===== config.mk =====
export PLATFORM = sky130hd
export DESIGN_NAME = multicycle_ctrl
export DESIGN_NICKNAME = d
export VERILOG_FILES = /design/src/rtl/multicycle_ctrl.sv
export SDC_FILE = /design/constraint.sdc
export NUM_CORES = 1
export LEC_CHECK = 0
export CAP_MARGIN = 10
export CORE_AREA = 2 2 65 98
export DETAILED_ROUTE_END_ITERATION = 6
export DIE_AREA = 0 0 67 100
export PLACE_DENSITY = 0.72
export SETUP_SLACK_MARGIN = 0.3
export SYNTH_ARGS = -nofsm -noshare
export SYNTH_HDL_FRONTEND = slang
export SYNTH_SLANG_ARGS = --single-unit
export TNS_END_PERCENT = 100

===== constraint.sdc =====
create_clock -name clk -period 2.4 [get_ports clk]
set_clock_uncertainty 0.05 [all_clocks]
set_input_delay 0.36 -clock clk [delete_from_list [all_inputs] [get_ports clk]]
set_output_delay 0.36 -clock clk [all_outputs]
set_load 0.005 [all_outputs]

===== src/rtl/multicycle_ctrl.sv =====
// Multi-cycle MIPS sequencer: steps each instruction through fetch, decode,
// execute, memory and write-back states and drives the datapath controls
// plus a req/ready handshake to the shared memory. Memory accesses that
// wait too long are aborted with a bus error.
module multicycle_ctrl #(
  parameter int MEM_TIMEOUT = 16,
  parameter int CNT_W       = 32
) (
  input  logic             clk,
  input  logic             rst,
  input  logic [5:0]       opcode,
  input  logic             zero,
  input  logic             mem_ready,
  output logic             mem_req,
  output logic             mem_we,
  output logic [1:0]       mem_size,
  output logic             iord,
  output logic             ir_write,
  output logic             pc_write,
  output logic [1:0]       pc_src,
  output logic             alu_src_a,
  output logic [1:0]       alu_src_b,
  output logic [1:0]       alu_op,
  output logic             reg_write,
  output logic [1:0]       reg_dst,
  output logic [1:0]       mem_to_reg,
  output logic             illegal,
  output logic             bus_err,
  output logic [CNT_W-1:0] retired
);

  localparam int WCW = $clog2(MEM_TIMEOUT + 1);
  localparam logic [WCW-1:0]   LIMIT  = WCW'(MEM_TIMEOUT - 1);
  localparam logic [WCW-1:0]   ONE_W  = WCW'(1);
  localparam logic [CNT_W-1:0] ONE_C  = CNT_W'(1);

  typedef enum logic [3:0] {
    FETCH, DECODE, EXEC_R, EXEC_I, WB_ALU, MEM_ADDR,
    MEM_RD, MEM_WR, WB_MEM, BRANCH, JUMP, JAL
  } state_t;

  state_t           state_reg, state_next;
  logic [WCW-1:0]   wait_cnt_reg, wait_cnt_next;
  logic [1:0]       size_reg, size_next;
  logic             is_r_reg, is_r_next;
  logic             is_bne_reg, is_bne_next;
  logic             illegal_reg, bus_err_reg;
  logic [CNT_W-1:0] retired_reg;
  logic             in_mem, abort, retire, ill_det;

  assign illegal = illegal_reg;
  assign bus_err = bus_err_reg;
  assign retired = retired_reg;

  // State, wait counter, latched instruction attributes and status pulses.
  always_ff @(posedge clk or posedge rst) begin
    if (rst) begin
      state_reg    <= FETCH;
      wait_cnt_reg <= '0;
      size_reg     <= '0;
      is_r_reg     <= 1'b0;
      is_bne_reg   <= 1'b0;
      illegal_reg  <= 1'b0;
      bus_err_reg  <= 1'b0;
      retired_reg  <= '0;
    end else begin
      state_reg    <= state_next;
      wait_cnt_reg <= wait_cnt_next;
      size_reg     <= size_next;
      is_r_reg     <= is_r_next;
      is_bne_reg   <= is_bne_next;
      illegal_reg  <= ill_det;
      bus_err_reg  <= abort;
      if (retire) retired_reg <= retired_reg + ONE_C;
    end
  end

  // Next-state and per-state datapath controls.
  always_comb begin
    state_next  = state_reg;
    size_next   = size_reg;
    is_r_next   = is_r_reg;
    is_bne_next = is_bne_reg;
    ill_det     = 1'b0;
    retire      = 1'b0;
    mem_req     = 1'b0;
    mem_we      = 1'b0;
    mem_size    = 2'd0;
    iord        = 1'b0;
    ir_write    = 1'b0;
    pc_write    = 1'b0;
    pc_src      = 2'd0;
    alu_src_a   = 1'b0;
    alu_src_b   = 2'd0;
    alu_op      = 2'd0;
    reg_write   = 1'b0;
    reg_dst     = 2'd0;
    mem_to_reg  = 2'd0;

    // The counter is zero on entry to every memory state because it is
    // cleared whenever an access completes, aborts or no access is pending.
    in_mem = (state_reg == FETCH) || (state_reg == MEM_RD) || (state_reg == MEM_WR);
    // A ready on the limit cycle still completes the access.
    abort  = in_mem && !mem_ready && (wait_cnt_reg == LIMIT);
    wait_cnt_next = (in_mem && !mem_ready && !abort) ? wait_cnt_reg + ONE_W : '0;

    case (state_reg)
      FETCH: begin
        mem_req  = 1'b1;
        mem_size = 2'd3;
        if (mem_ready) begin
          ir_write   = 1'b1;
          pc_write   = 1'b1;
          alu_src_b  = 2'd1;
          state_next = DECODE;
        end
      end
      DECODE: begin
        alu_src_b   = 2'd3;
        is_r_next   = (opcode == 6'b000000);
        is_bne_next = opcode[0];
        case (opcode)
          6'b000000:                                  state_next = EXEC_R;
          6'b001000, 6'b001100, 6'b001101,
          6'b001010, 6'b001111:                       state_next = EXEC_I;
          6'b100000, 6'b100001, 6'b100011,
          6'b101000, 6'b101001, 6'b101011:            state_next = MEM_ADDR;
          6'b000100, 6'b000101:                       state_next = BRANCH;
          6'b000010:                                  state_next = JUMP;
          6'b000011:                                  state_next = JAL;
          default: begin
            ill_det    = 1'b1;
            state_next = FETCH;
          end
        endcase
      end
      EXEC_R: begin
        alu_src_a  = 1'b1;
        alu_op     = 2'd2;
        reg_dst    = 2'd1;
        state_next = WB_ALU;
      end
      EXEC_I: begin
        alu_src_a  = 1'b1;
        alu_src_b  = 2'd2;
        alu_op     = 2'd2;
        state_next = WB_ALU;
      end
      WB_ALU: begin
        reg_write  = 1'b1;
        reg_dst    = is_r_reg ? 2'd1 : 2'd0;
        retire     = 1'b1;
        state_next = FETCH;
      end
      MEM_ADDR: begin
        alu_src_a = 1'b1;
        alu_src_b = 2'd2;
        // Opcode low bits 00/01/11 select byte/half/word.
        size_next  = (opcode[1:0] == 2'b11) ? 2'd3 : opcode[1:0] + 2'd1;
        state_next = opcode[3] ? MEM_WR : MEM_RD;
      end
      MEM_RD: begin
        mem_req  = 1'b1;
        iord     = 1'b1;
        mem_size = size_reg;
        if (mem_ready)  state_next = WB_MEM;
        else if (abort) state_next = FETCH;
      end
      WB_MEM: begin
        reg_write  = 1'b1;
        mem_to_reg = 2'd1;
        retire     = 1'b1;
        state_next = FETCH;
      end
      MEM_WR: begin
        mem_req  = 1'b1;
        iord     = 1'b1;
        mem_we   = 1'b1;
        mem_size = size_reg;
        if (mem_ready) begin
          retire     = 1'b1;
          state_next = FETCH;
        end else if (abort) begin
          state_next = FETCH;
        end
      end
      BRANCH: begin
        alu_src_a  = 1'b1;
        alu_op     = 2'd1;
        pc_src     = 2'd1;
        pc_write   = is_bne_reg ? !zero : zero;
        retire     = 1'b1;
        state_next = FETCH;
      end
      JUMP: begin
        pc_src     = 2'd2;
        pc_write   = 1'b1;
        retire     = 1'b1;
        state_next = FETCH;
      end
      JAL: begin
        pc_src     = 2'd2;
        pc_write   = 1'b1;
        reg_write  = 1'b1;
        reg_dst    = 2'd2;
        mem_to_reg = 2'd2;
        retire     = 1'b1;
        state_next = FETCH;
      end
      default: state_next = FETCH;
    endcase

    // Reset silences every control at once, without waiting for a clock.
    if (rst) begin
      mem_req    = 1'b0;
      mem_we     = 1'b0;
      mem_size   = 2'd0;
      iord       = 1'b0;
      ir_write   = 1'b0;
      pc_write   = 1'b0;
      pc_src     = 2'd0;
      alu_src_a  = 1'b0;
      alu_src_b  = 2'd0;
      alu_op     = 2'd0;
      reg_write  = 1'b0;
      reg_dst    = 2'd0;
      mem_to_reg = 2'd0;
    end
  end

endmodule


==> metrics <==
DRT Pass-1 Iters=4; # setup viols final=0; PortBufs=62; minimum clock period=2.09 ns; Critical-path top delay cell=dfrtp_2; status=complete, no violations; CTS buffer count=5; Syn Nets=279; hold_ws=0.413 ns; gr busiest metal=met2; site row count=35; H-tree depth=2; area growth from synthesis to layout=39.9%; vias in the first global route=2,109; routing usage on met1=21.4%; Vias=2,219; area post-placement=3330 um2; crit-path cells=buf_4 > nor2b_4 > nand2_1 > a21oi_1 > a31oi_1 > nor2_1 > dlygate4sd2_1; Vias per Instance=5.25; Antenna Nets Post-Route=0; share of cells above drive strength 1=16.6%; hold buffers post-CTS=0; number of flip-flops in the largest register=32; sequential fraction of the synthesis area=45.9%; GR Util met2=34.1%; Syn Area/Cell=9.64 um2; clk_lat worst skew=0.30 ns; highest clock rate=479 MHz; DIE AREA=6700 um2; max_slew headroom=63.7%; ANT cells=0; Root Buffer=clkbuf_8; GRT Util Overall=18.7%; RSZ-0062 raised after global routing=true; HP Class=reg -> reg; Pleak=1.70 nW; final period utilization=87.0%; Fill cells=552; post-synthesis mux area share=1.27%; Post-DP HPWL=4.45 mm; grt ovf=0; Setup crit end kind=primary output; I/O Pins=63; Tot Pwr=2.63 mW; largest family of logic cells by synthesized area=simple AND/OR/NAND/NOR gates; critical path type=reg -> out; Synth Area in Simple Gates=27.6%; CORE AREA=5960 um2; Worst IR Drop VDD=0.000442 V; fin area=3590 um2; Max FO, Critical Path=7; initial core utilization=43.0%; Power Density=733 nW/um2; routed len/inst=14.1 um; TritonCTS clock tree=built; DR DRC count=0; number of DRC markers in iteration 0=124; max cap viols=0; clock sink count=47; CP startpoint kind=register; CTS Buffer Depth=2; antenna violations before repair=0; Synth Area in Compound Gates=8.49%; post-synthesis cell count=266; die height=100 um; nets@finish=361; post-synthesis adder-cell area fraction=1.46%; critical path required time=1.99 ns; XOR/XNOR Fraction of Synth Area=12.6%; Yosys reg bits=47; Hold Violations, Final=0; met3 global-route usage=3.36%; first-pass GRT wire length=9.75 mm; Synth cell types=45; GPL Wtd Cong=0.854; fin util=60.2%; Pins Over Slew Limit=0; Post-Syn Area=2560 um2; Die X-Extent=67 um; final WL=5.94 mm; largest net degree at the start of global routing=45; Crit path arrival time=1.68 ns; Worst path max stage delay=0.46 ns; final setup TNS=0 ns; Clk pin slew, worst setup/hold paths=0.09 ns; worst slew pin tran=0.545 ns; Yosys Warn Count=0
==> timing repair <==
item	CTS	global route
resized for setup	32	18
buffers inserted	7	2
endpoints found under the hold margin	0	0
pin swaps	3	2
endpoints found under the setup margin	19	11
==> metal layers <==
layer | up-vias | share of wire, %
met3 | 12 | 3.5
met1 | 1064 | 39
met2 | 58 | 55
met5 | - | 0
met4 | 0 | 2.3
li1 | 1085 | -
==> worst paths after layout <==
kind                                                start                   endpoint  slack, ns  cells past startpoint
worst max-delay path             state_reg[1]$_DFFE_PP0P_                  alu_src_a       0.31                      7
worst min-delay path            wait_cnt_reg[0]$_DFF_PP0_  wait_cnt_reg[0]$_DFF_PP0_       0.41                      1
worst max register to register   state_reg[1]$_DFFE_PP0P_     retired[5]$_DFFE_PP0P_       0.43                      7
worst min register to register  wait_cnt_reg[0]$_DFF_PP0_  wait_cnt_reg[0]$_DFF_PP0_       0.41                      1
max in group asynchronous                             rst   state_reg[1]$_DFFE_PP0P_       1.22                      4
min in group asynchronous                             rst     is_bne_reg$_DFFE_PP0P_       0.47                      4
==> cells by family after synthesis <==
family | Yosys count
AO/OA/AOI/OAI | 31
XOR/XNOR | 36
adder cells (fa/ha/maj) | 3
buffers and inverters | 16
flip-flops | 47
multiplexers | 3
AND/OR/NAND/NOR | 130
==> where the power goes <==
part	leakage [nW]	internal, mW	switching [mW]
clock network	0.0548	0.314	0.278
registers	0.625	0.892	0.103
logic	1.02	0.532	0.509
total	1.70	1.74	0.889
==> critical path: cells and delay by family, from the launching register on <==
family          cells  cell delay [ns]
simple gates        3             0.29
flops               1             0.46
compound gates      2             0.21
buf+inv             2             0.41
==> cell type report <==
type,count,area (um2),area share (%)
multi-input cells,203,1390,38.8
flip-flops and latches,47,1180,32.9
repair buffers,83,772,21.5
well taps,74,92.6,2.58
clock buffers,5,68.8,1.92
clock inverters,3,46.3,1.29
inverters,8,33.8,0.942
==> cell usage after synthesis (all sizes together) <==
| master | number | area [um2] |
|---|---|---|
| a21boi | 2 | 15.0 |
| a21oi | 9 | 45.0 |
| a221oi | 2 | 17.5 |
| a22oi | 1 | 7.51 |
| a31oi | 3 | 18.8 |
| and2 | 4 | 25.0 |
| and2b | 1 | 7.51 |
| and3 | 9 | 56.3 |
| and4 | 6 | 52.6 |
| buf | 4 | 25.0 |
| clkbuf | 4 | 15.0 |
| dfrtp | 47 | 1180 |
| ha | 3 | 37.5 |
| inv | 8 | 30.0 |
| mux2 | 2 | 22.5 |
| mux2i | 1 | 10.0 |
| nand2 | 25 | 93.8 |
| nand2b | 8 | 50.1 |
| nand3 | 8 | 40.0 |
| nand3b | 3 | 22.5 |
| nand4 | 10 | 62.6 |
| nor2 | 34 | 138 |
| nor2b | 4 | 25.0 |
| nor3 | 7 | 35.0 |
| nor3b | 4 | 30.0 |
| nor4b | 2 | 32.5 |
| o211ai | 2 | 15.0 |
| o21ai | 5 | 25.0 |
| o21bai | 1 | 7.51 |
| o22ai | 1 | 6.26 |
| o311ai | 1 | 16.3 |
| o31a | 2 | 26.3 |
| o32ai | 2 | 17.5 |
| or2 | 4 | 25.0 |
| or4 | 1 | 11.3 |
| xnor2 | 17 | 149 |
| xor2 | 19 | 174 |
==> through the flow <==
| stage | cells | worst slack (ns) |
|---|---|---|
| after floorplan | 266 | 0.389 |
| final | 423 | 0.313 |
| after CTS | 421 | 0.116 |
| after global placement | 406 | 0.0666 |
| after global routing | 423 | 0.228 |
| after detailed placement | 406 | 0.0484 |
==> placed cells by master (no fill, tap or decap), types with 2 or more instances in the layout <==
master	count
dfrtp_1	44
clkdlybuf4s50_1	43
nor2_1	31
nand2_1	23
buf_4	20
xor2_1	18
xnor2_1	17
dlygate4sd2_1	14
nand4_1	10
and3_1	9
a21oi_1	9
nand3_1	7
nand2b_1	7
inv_1	7
and4_1	6
nor3_1	6
clkbuf_8	5
o21ai_0	4
and2_1	3
nor2b_1	3
nor2_4	3
nand3b_1	3
a31oi_1	3
ha_1	3
dlymetal6s2s_1	3
dfrtp_2	3
mux2_2	2
or2_4	2
clkinvlp_4	2
nor3b_1	2
a221oi_1	2
o211ai_1	2
o32ai_1	2
clkdlybuf4s15_1	2
No activity file was read; power rests on OpenSTA's default activity.
